==> config.mk <==
export PLATFORM = sky130hd
export DESIGN_NAME = master_mux_sside_n
export DESIGN_NICKNAME = d
export VERILOG_FILES = /design/src/rtl/master_mux_sside_n_pkg.sv /design/src/rtl/master_mux_sside_n_grant_decode.sv /design/src/rtl/master_mux_sside_n.sv
export SDC_FILE = /design/constraint.sdc
export NUM_CORES = 1
export LEC_CHECK = 0
export CAP_MARGIN = 25
export CORE_MARGIN = 4
export CORE_UTILIZATION = 45
export CTS_CLUSTER_SIZE = 30
export DETAILED_ROUTE_END_ITERATION = 12
export PLACE_DENSITY = 0.81
export SLEW_MARGIN = 20
export SYNTH_ARGS = -nofsm -noshare
export SYNTH_HDL_FRONTEND = slang
export SYNTH_SLANG_ARGS = --single-unit
==> constraint.sdc <==
create_clock -name clk -period 1.42 [get_ports clk]
set_clock_uncertainty 0.1 [all_clocks]
set_input_delay 0.213 -clock clk [delete_from_list [all_inputs] [get_ports clk]]
set_output_delay 0.213 -clock clk [all_outputs]
set_load 0.005 [all_outputs]
==> src/rtl/master_mux_sside_n_pkg.sv <==
// master_mux_sside_n_pkg: shared FSM states and grant field positions for the slave-side master mux
package master_mux_sside_n_pkg;
  typedef enum logic [1:0] {
    IDLE   = 2'd0,
    ACTIVE = 2'd1,
    DRAIN  = 2'd2
  } state_t;
  localparam int GRANT_VALID = 0;
endpackage

==> src/rtl/master_mux_sside_n_grant_decode.sv <==
// master_mux_sside_n_grant_decode: slave_grant -> legality flag and one-hot slave select
module master_mux_sside_n_grant_decode
  import master_mux_sside_n_pkg::*;
#(
  parameter int NUM_SLAVES = 3,
  parameter int GRANT_W    = 3
) (
  input  logic [GRANT_W-1:0]    slave_grant,
  output logic                  legal,
  output logic [NUM_SLAVES-1:0] onehot
);
  logic [GRANT_W-2:0] idx;
  assign idx   = slave_grant[GRANT_W-1:1];
  assign legal = slave_grant[GRANT_VALID] && idx != '0 && idx <= (GRANT_W-1)'(NUM_SLAVES);
  // one bit per slave, only when the code names a real slave
  always_comb begin
    onehot = '0;
    for (int k = 0; k < NUM_SLAVES; k++) onehot[k] = legal && idx == (GRANT_W-1)'(k + 1);
  end
endmodule

==> src/rtl/master_mux_sside_n.sv <==
// master_mux_sside_n: registered slave-side master mux with grant lock and inter-grant drain
module master_mux_sside_n
  import master_mux_sside_n_pkg::*;
#(
  parameter int NUM_SLAVES   = 3,
  parameter int DATA_W       = 1,
  parameter int GRANT_W      = 3,
  parameter int DRAIN_CYCLES = 1
) (
  input  logic                         clk,
  input  logic                         rstn,
  input  logic [GRANT_W-1:0]           slave_grant,
  input  logic                         to_slave_master_ready,
  input  logic                         to_slave_master_valid,
  input  logic                         to_slave_read_en,
  input  logic                         to_slave_write_en,
  input  logic [DATA_W-1:0]            to_slave_tx_address,
  input  logic [DATA_W-1:0]            to_slave_tx_data,
  input  logic                         to_slave_tx_burst,
  output logic [NUM_SLAVES-1:0]        s_master_ready,
  output logic [NUM_SLAVES-1:0]        s_master_valid,
  output logic [NUM_SLAVES-1:0]        s_read_en,
  output logic [NUM_SLAVES-1:0]        s_write_en,
  output logic [NUM_SLAVES*DATA_W-1:0] s_tx_address,
  output logic [NUM_SLAVES*DATA_W-1:0] s_tx_data,
  output logic [NUM_SLAVES-1:0]        s_tx_burst,
  output logic [NUM_SLAVES-1:0]        sel_onehot,
  output logic                         busy,
  output logic                         grant_err
);
  localparam int CW = DRAIN_CYCLES > 1 ? $clog2(DRAIN_CYCLES) : 1;
  state_t                state, state_n;
  logic [CW-1:0]         cnt, cnt_n;
  logic [GRANT_W-1:0]    code, code_n;
  logic [NUM_SLAVES-1:0] sel_n, onehot;
  logic                  legal, err_n;
  master_mux_sside_n_grant_decode #(.NUM_SLAVES(NUM_SLAVES), .GRANT_W(GRANT_W)) u_dec (
    .slave_grant(slave_grant),
    .legal(legal),
    .onehot(onehot)
  );
  // next state; sel_n is the slave to drive after this edge (zero unless locked)
  always_comb begin
    state_n = state;
    cnt_n   = cnt;
    code_n  = code;
    sel_n   = '0;
    err_n   = 1'b0;
    case (state)
      IDLE: begin
        if (legal) begin
          state_n = ACTIVE;
          code_n  = slave_grant;
          sel_n   = onehot;
        end
        err_n = slave_grant[GRANT_VALID] & ~legal;
      end
      ACTIVE: begin
        if (slave_grant == code) sel_n = sel_onehot;
        else begin
          state_n = DRAIN;
          cnt_n   = CW'(DRAIN_CYCLES - 1);
        end
      end
      DRAIN: begin
        if (cnt == '0) state_n = IDLE;
        else cnt_n = cnt - 1'b1;
      end
      default: state_n = IDLE;
    endcase
  end
  // control registers
  always_ff @(posedge clk or negedge rstn) begin
    if (!rstn) begin
      state      <= IDLE;
      cnt        <= '0;
      code       <= '0;
      sel_onehot <= '0;
      busy       <= 1'b0;
      grant_err  <= 1'b0;
    end else begin
      state      <= state_n;
      cnt        <= cnt_n;
      code       <= code_n;
      sel_onehot <= sel_n;
      busy       <= state_n != IDLE;
      grant_err  <= err_n;
    end
  end
  for (genvar g = 0; g < NUM_SLAVES; g++) begin : g_slave
    // per-slave copy of the master request, zero unless this slave is selected
    always_ff @(posedge clk or negedge rstn) begin
      if (!rstn) begin
        s_master_ready[g]                 <= 1'b0;
        s_master_valid[g]                 <= 1'b0;
        s_read_en[g]                      <= 1'b0;
        s_write_en[g]                     <= 1'b0;
        s_tx_burst[g]                     <= 1'b0;
        s_tx_address[g*DATA_W +: DATA_W]  <= '0;
        s_tx_data[g*DATA_W +: DATA_W]     <= '0;
      end else begin
        s_master_ready[g]                 <= sel_n[g] & to_slave_master_ready;
        s_master_valid[g]                 <= sel_n[g] & to_slave_master_valid;
        s_read_en[g]                      <= sel_n[g] & to_slave_read_en;
        s_write_en[g]                     <= sel_n[g] & to_slave_write_en;
        s_tx_burst[g]                     <= sel_n[g] & to_slave_tx_burst;
        s_tx_address[g*DATA_W +: DATA_W]  <= sel_n[g] ? to_slave_tx_address : '0;
        s_tx_data[g*DATA_W +: DATA_W]     <= sel_n[g] ? to_slave_tx_data : '0;
      end
    end
  end
endmodule
* Word level (Yosys, flattened, before mapping) *
Index checks and enable logic that the tools add are counted.

cells by class
  equal/unequal tests = 7
  multiply operators = 0
  $add $sub $neg = 1
  divide/modulo/power cells = 0
  bitwise gates (word level) = 17
  muxes and demuxes = 17
  shift operators = 0
  magnitude comparators = 1
  reductions and logical operators = 11

operators with widths
  kind                 number
  $and 1x1->1          16
  $mux 1               9
  $eq 2x2->1 const B   3
  $mux 2               3
  $mux 3               2
  $pmux 2 s3           1
  $pmux 3 s2           1
  $reduce_bool 2->1    3
  $logic_and 1x1->1    5
  $eq 2x1->1 const B   2
  $reduce_and 2->1     2
  $eq 3x3->1           1
  $le 2x2->1 const B   1
  $logic_not 2->1      1
  $ne 2x2->1 const B   1
  $pmux 1 s2           1
  $not 1->1            1
  $sub 1x1->1 const B  1

word-level totals
  memories kept = 0
  word-level logic and storage cells = 81
  bits in read-only memories = 0
  latch bits = 0
  output and inout port bits = 26
  bits in writable memories = 0
  register bits = 32
  input bits = 12

* Longest topological paths before layout *
Gate-level depths: netlist of run 1.

  depth in word-level cells = 7
  depth in mapped cells = 4
  mapped depth without buffers = 3

* Cells and area by module *
From an unflattened synthesis of run 1, not the netlist that was laid out.

second synthesis, totals
  cells, all modules = 82
  area, all modules = 1203.7 µm²

by module, submodules not included
  module                           sequential area each (µm²)  cells an instance  area each (µm²)  times used
  master_mux_sside_n               775.7                       78                 1171.1           1
  master_mux_sside_n_grant_decode  0.0                         4                  32.5             1

* Worst setup path before layout of run 1 *
Ideal clock, no wire load.

  path type = register to register
  from = register state[0]
  to = register s_master_ready[1]
  slack = 0.127 ns
  stages on the path, launching flop included = 4
  data arrival time = 1.115 ns
  path buffers = 0
  setup time = 0.079 ns
  period minus slack after synthesis = 1.293 ns
  data required time = 1.241 ns
  path through = dfrtp_1 > nor3b_4 > nand3b_2 > a21boi_1

between the ends
  longest elaborated chain between the ends = 3
  elaborated cells between the ends (all ways) = 4
  classes of those cells = eq/ne: 1; mux: 1; bitwise: 1; reduce/logical: 1

ends and longest elaborated chain
  what                                           RTL line                   text
  start: declaration                             master_mux_sside_n.sv:32   state_t state, state_n;
  start signal: assignment                       master_mux_sside_n.sv:82   state <= state_n;
  $eq 2x1->1 or $logic_not 2->1 (tied branches)  master_mux_sside_n.sv:49   case (state)
  $pmux 3 s2 (*)                                 master_mux_sside_n.sv:49
  $and 1x1->1 (*)                                master_mux_sside_n.sv:102  s_master_ready[g] <= sel_n[g] & to_slave_master_ready;
  end signal: indexed assignment                 master_mux_sside_n.sv:102
  end: declaration                               master_mux_sside_n.sv:20   output logic [NUM_SLAVES-1:0] s_master_ready,

Every way passes the cells marked *; elsewhere a longest branch is shown, timed or not.
A chain may end at the register's enable or synchronous reset.

* Final worst setup path of run 1 *
  from = register code[0]
  to = register s_read_en[1]

between the ends
  longest elaborated chain between the ends = 4

ends and longest elaborated chain
  what                            RTL line                   text
  start: declaration              master_mux_sside_n.sv:34   logic [GRANT_W-1:0] code, code_n;
  start signal: assignment        master_mux_sside_n.sv:84   code <= code_n;
  $eq 3x3->1                      master_mux_sside_n.sv:59   if (slave_grant == code) sel_n = sel_onehot;
  $mux 3                          master_mux_sside_n.sv:59
  $pmux 3 s2                      master_mux_sside_n.sv:49
  $and 1x1->1                     master_mux_sside_n.sv:104  s_read_en[g] <= sel_n[g] & to_slave_read_en;
  end signal: indexed assignment  master_mux_sside_n.sv:104
  end: declaration                master_mux_sside_n.sv:22   output logic [NUM_SLAVES-1:0] s_read_en,

No other way between the ends.

==> run summary, run 1 <==
Across the run, the number of max-cap violations was 0. The worst register-to-register path has a setup slack of 0.008 ns. IR analysis of the VDD net gives a maximum drop of 973 uV. The depth of the most critical reg-to-reg path works out to 3.

The tools report the leakage component of the power as 0.976 nW. In this run the worst path has a maximum fanout of 8. In the final design database the tool counted 146 nets. The global-route wire length before repair came out at 4200 um. The biggest area consumer among synthesized cells was dfrtp_1. The core region is 2520 um^2. After clock tree synthesis, the clock-pin slew on the worst setup and hold paths is 0.10 ns.

In the post-synthesis netlist, the cell with the most instances is dfrtp_1. The layout has 175 filler cells. 0 antenna diodes ended up in the layout. The startpoint of the worst-slack reg-to-reg timing path was code[0]. The class of the most critical setup path is register to register. The run gives 16.8% as the global-route total usage across every layer. In this run the worst setup path terminates at s_read_en[1].

The number of instances in the synthesized netlist was 84; the buffers plus inverters on the worst setup path was 0. The Yosys step of the flow raised 0 warnings. The power per standard cell area came out at 1310 nW/um^2.

The tools report the startpoint type of the worst setup path as a register. The critical path goes through xnor2_4 -> nand4_4 -> a21boi_1. The synthesized netlist contains 19 unique library cells.

Endpoint required time on the critical path: 1.57 ns. Standard cell with the maximum stage delay on the critical path: dfrtp_2. From bottom edge to top edge, the die measures 59.8 um.

Summed over all layers, the global routing overflow is 0. Buffers inserted during clock tree synthesis total 5. TritonCTS built the clock tree. The multi-input combinational cells in the finished layout cover a total of 507 um^2.

The logs give 2770 um for the total detailed-routing wirelength and 1210 um^2 for the area of the mapped netlist. The first-pass iteration count of the detailed router came out at 4. The run gives 0.00241 W as the total power. The routed layout has 866 vias. The insertion delay to the later sink of the worst-skew pair is 0.33 ns. For the final routed database, the setup TNS stands at 0 ns. The post-synthesis async set-or-reset flop share was 100%.

Setup repair after global routing could not meet its margin everywhere. For this design the top-level I/O count stands at 38. The H-tree was split into 2 levels.

The synthesis-to-layout area growth is 51.4%, and the final count of pins violating max slew is 0. In this run the deepest clock path goes through 2 buffers. The tools report the number of failing setup endpoints in the final timing report as 0. Routability-driven placement finished with a final weighted congestion of 0.798.

The worst slew margin relative to its limit came out at 79.1%. The initial antenna violation count is 0, and the post-detailed-route count of antenna-violating nets is 0. For the worst setup path, the data arrival time is 1.56 ns. For this run, the number of standard cells in the final layout without fillers is 165. Entering global routing, the biggest net connects 32 pins.

The dominant delay contributor by cell family on the critical path is flip-flops. In this run the horizontal extent of the chip is 59.8 um. For the pin with the worst max-slew slack, the measured transition is 0.313 ns. The floorplan has 18 rows. The final core utilization came out at 72.6%. The sort of element at the end of the critical path was a register. In this run the worst setup path begins at code[0].

The longest individual stage delay on the worst path was 0.45 ns; the number of enable flip-flop cells after synthesis was 0. For the DRC marker count from the first detailed-route iteration, the log shows 16. The effective utilization at floorplan was 47.9%; the total stage count of the critical path was 3. The flow ran to the end, and the final reports show no timing, DRC or antenna violations. The synthesized flop and latch total is 31. The dominant register cell in the synthesized netlist was dfrtp_1. The minimum period implied by the final worst setup slack came out at 1.41 ns. The TritonCTS sink count came out at 31. Cell at the root of the clock tree: clkbuf_4. After detailed placement, the design holds a cell count of 155.

In the final layout, the share of cells above drive strength 1 is 23.7%. After layout, the worst path uses 99.5% of the clock period. The average footprint of a synthesized cell was 14.4 um^2. The synthesized design devotes to its leading area cell type 64.2% of total area. Before CTS, the worst setup slack after placement is -0.349 ns. The final setup slack of the worst path is 0.00770 ns. The die covers 3580 um^2. The final number of hold-violating endpoints was 0.

The count of input and output buffers works out to 37. The post-detailed-route via-to-cell ratio is 5.25. By area the synthesized netlist is led by dfrtp_1 (64%), a21boi_1 (13%), xnor2_2 (4.0%). The commonest cells after synthesis are dfrtp_1 (31), a21boi_1 (21), nand2_1 (5). The number of design rule violations left after detail routing was 0; the wire length per cell was 16.8 um. The number of global-route vias before repair was 860. The tools report the end of the worst register-to-register path as s_read_en[1]. Summed over all nets, the half-perimeter wirelength after detailed placement is 1990 um. The min-delay analysis places its worst path in the category input pin to asynchronous set/reset pin. The number of nets in the synthesized netlist is 96. For this run, the register share of the synthesized area comes to 64.2%.

The highest attainable clock frequency was 708 MHz; the footprint of the flip-flops and latches was 779 um^2.
[cells in the final DEF, fill, tap and decap left out, types with 3 or more instances in the layout]
cell             Yosys  layout
xnor2_4              0       3
a21boi_1            21      19
dlygate4sd2_1        0      26
nand4_4              0       3
and3b_1              3       3
nand2_1              5       5
clkdlybuf4s50_1      0      10
dfrtp_2              0       3
dfrtp_1             31      28
buf_4                2       6
clkbuf_4             0       5
[state kept, by name (all words and copies together) (netlist names)]
| name | count |
|---|---|
| sel_onehot | 3 |
| busy | 1 |
| s_master_ready | 3 |
| s_write_en | 3 |
| grant_err | 1 |
| s_read_en | 3 |
| s_tx_burst | 3 |
| s_tx_address | 3 |
| code | 3 |
| s_master_valid | 3 |
| state | 2 |
| s_tx_data | 3 |
[layout make-up]
| cell class | instances | share of cell area [%] |
|---|---|---|
| Timing Repair Buffer | 45 | 22.8 |
| Clock buffer | 6 | 2.80 |
| Multi-Input combinational cell | 50 | 27.7 |
| Sequential cell | 31 | 42.6 |
| Inverter | 1 | 0.205 |
| Tap cell | 30 | 2.05 |
| Clock inverter | 2 | 1.91 |
[layer usage]
layer	global-route usage, %	routed length [um]	vias up
li1	-	-	403
met1	21.3	1110	428
met2	25.9	1450	31
met3	5.83	152	4
met4	7.59	51	0
met5	0	0	-
[power breakdown]
| group | leakage [nW] | total (W) | switching (W) | internal (W) |
|---|---|---|---|---|
| Combinational | 0.516 | 0.000612 | 0.000284 | 0.000328 |
| Clock | 0.0482 | 0.000713 | 0.000297 | 0.000416 |
| Sequential | 0.411 | 0.00108 | 0.0000976 | 0.000984 |
[kinds of logic (layout without fill, tap and decap cells)]
family          count (synthesis)  in the layout  share of synthesized area (%)
compound gates                 28             28                           16.7
xor+xnor                        3              3                           4.04
buf+inv                         3             54                           1.55
flops                          31             31                           64.2
simple gates                   19             19                           13.6
[how the worst min path moves through the flow]
stage               startpoint               to  slack (ns)  cells after the start
floorplan                 rstn             busy       -0.18                      0
global placement       code[0]          code[0]        0.41                      1
detailed placement     code[0]          code[0]        0.43                      1
CTS                       rstn  s_tx_address[0]        0.12                      2
global route              rstn     s_tx_data[1]        0.13                      2
finish                    rstn    s_tx_burst[0]        0.13                      2
[stage by stage]
stage                     hold WS (ns)  area [um^2]
after floorplan                 -0.183         1210
after global placement           0.412         1660
after detailed placement         0.432         1660
after CTS                        0.120         1730
after global routing             0.135         1830
final                            0.126         1830
[timing repair]
action / CTS / global route
setup endpoints to repair: 45 / 21
hold buffers: 0 / 0
pin swaps: 0 / 4
buffers inserted: 0 / 2
resized for setup: 28 / 14
(Power assumes the default switching activity.)
==> run 2: changes to the inputs <==
CAP_MARGIN = not set   (was 25)
CORE_ASPECT_RATIO = 0.9   (was not set)
==> run 2 against run 1 <==
Effect of this change: critical path depth up 1; sequential power is essentially flat; combinational power rose by 1%; hold slack gained 0.025 ns; wire length is 0.11% lower; core utilization rose by 0.76 points; global-route usage down 0.39 points; first-iteration DRC count is 63% lower; count of clock-buffer cells in the layout unchanged; total power shrank 0.36%; sequential cell count stayed put; die area about the same.
==> run summary, run 2 (same netlist as run 1, synthesis figures left out) <==
The flow ran to the end, and the final reports show no timing, DRC or antenna violations. The logs give 733 uV for the peak supply drop and 48.2% for the effective utilization at floorplan. The initial antenna violation count came out at 0. The cell at the root of the clock tree was clkbuf_4.

Row generation in the floorplan step produced 17 rows. The logs give 3580 um^2 for the overall die area and 78.6% for the worst slew margin relative to its limit. In the final layout, flip-flops and latches occupy 778 um^2.

The final core utilization was 73.3%; the antenna diode count was 0. The final cell area excluding filler cells was 1840 um^2. TritonCTS built the clock tree. The final count of pins violating max slew was 0; the clock slew seen by the registers of the worst setup and hold paths was 0.10 ns.

The number of global-route vias before repair is 934. Data arrival at the endpoint of the critical path: 1.53 ns. The tool flagged a number of max-cap violations equal to 0. Once detailed placement completed, the half-perimeter wirelength came to 1920 um.

The number of design rule violations left after detail routing is 0. Setup repair after global routing could not meet its margin everywhere. STA classifies the critical path endpoint as a register.

The post-detailed-route via-to-cell ratio is 5.30. The class of the most critical setup path is input pin to register. The post-detailed-route count of antenna-violating nets was 0; the chip height was 57.2 um.

The number of failing setup endpoints in the final timing report is 0, and the minimum period implied by the final worst setup slack is 1.39 ns. The core footprint was 2510 um^2; the hold slack was 0.151 ns. The filler cells instantiated in the layout total 164.

Entering global routing, the biggest net connects 32 pins. For the first-pass iteration count of the detailed router, the log shows 3. The worst setup path is launched from an input pin. The clock reaches the later pin of the worst-skew pair after 0.31 ns.

For this run, the total global-route usage over all layers was measured as 16.4%. The number of clock buffers inserted by TritonCTS is 5. For this design the static power due to leakage is 0.972 nW. Compared with the post-synthesis result, the final layout area differs by 52.3%.

Buffers placed on the I/O ports in this run total 37. The final number of hold-violating endpoints came out at 0. In this run, the number of DRC markers left after iteration 0 of detailed routing was 6.

In the final layout, the multi-input gates occupy 519 um^2. After detailed routing, the total wire length is 2760 um. Power comes to 0.00240 W.

The slew of the pin with the lowest slew margin was 0.321 ns. After detailed placement, the total cell area comes to 1660 um^2. Wire length per cell: 16.8 um. The power per standard cell area is 1300 nW/um^2. The first global-routing pass estimated 4490 um of wire. The H-tree generated during clock tree synthesis spans 2 levels.

No sink is reached through more buffers than the 2 on the longest clock path. At the end of routability-driven placement, the weighted congestion stood at 0.738. After the last flow step, the layout net total stands at 147. Share of the cycle needed by the critical path after routing: 98.0%. The share of post-route cells with drive strength above 1 is 26.5%, and the count of boundary I/O pins is 38. For this block, the via count after detailed routing is 869. The floorplan step set the die width to 62.6 um.

At the worst endpoint, the required time is 1.56 ns. The tightest min-delay check is of the input pin to asynchronous set/reset pin type. Counting every sink on the clock net gives 31. Hold repair after CTS inserted 0 buffers.

Summed over all layers, the global routing overflow is 0. Leaving out fill and tap cells, the most frequent cell in the layout is dfrtp_1. Based on the critical path, the design can be clocked at up to 719 MHz. Leaving out fill and tap cells, the most frequent cells in the layout are dfrtp_1 (29), dlygate4sd2_1 (27), a21boi_1 (16).

Maximum net fanout on the critical path: 8.
run 2: worst paths after layout:
kind | from | endpoint | slack, ns | cells past startpoint
min in group clk | slave_grant[0] | busy | 0.35 | 3
max reg2reg | code[1] | s_tx_burst[1] | 0.05 | 3
min | rstn | busy | 0.15 | 2
max | slave_grant[1] | s_tx_burst[1] | 0.03 | 4
max in group asynchronous | rstn | code[0] | 0.90 | 2
min reg2reg | state[1] | busy | 0.43 | 1
run 2: per-stage QoR:
step	std cells	setup TNS, ns	worst slack [ns]
3_3_place_gp	154	-6.22	-0.276
3_5_place_dp	154	-8.16	-0.332
4_1_cts	163	0	0.00252
6_report	164	0	0.0289
5_1_grt	164	-0.194	-0.0374
2_1_floorplan	84	0	0.127
run 2: where the power goes:
| part | total, W | internal, W | switching [W] |
|---|---|---|---|
| Clock | 0.000701 | 0.000416 | 0.000285 |
| Combinational | 0.000619 | 0.000320 | 0.000300 |
| Sequential | 0.00108 | 0.000982 | 0.0000944 |
| Total | 0.00240 | 0.00172 | 0.000680 |
run 2: layout make-up:
cell class                 count  share of cell area, %
multi-input combinational     50                   28.2
inverter                       1                  0.204
clock buffer                   6                   2.79
clock inverter                 2                   1.90
sequential                    31                   42.3
tap                           28                   1.90
timing repair buffer          46                   22.7
run 2: metal layers:
metal | GRT usage [%] | vias up | share of wire [%]
met5 | 0 | - | 0
met4 | 6.60 | 0 | 0.98
met1 | 18.6 | 446 | 40
met2 | 29.5 | 17 | 56
met3 | 4.72 | 2 | 3.4
li1 | - | 404 | -
run 2: repair_timing:
item,CTS,global route
gates resized for setup,32,13
setup buffers,1,0
gates cloned,0,1
endpoints found under the setup margin,44,20
pin swaps,1,9
run 2: critical path: stages:
cell	delay [ns]
clkdlybuf4s50_1	0.51
xnor2_4	0.36
nand4_4	0.26
a21boi_1	0.19
==> run 3: changes to the inputs <==
ABC_CLOCK_PERIOD_IN_PS = 1420   (was not set)
==> results of run 3 <==
No change in the layout: final DEF, timing and power equal those of run 2.
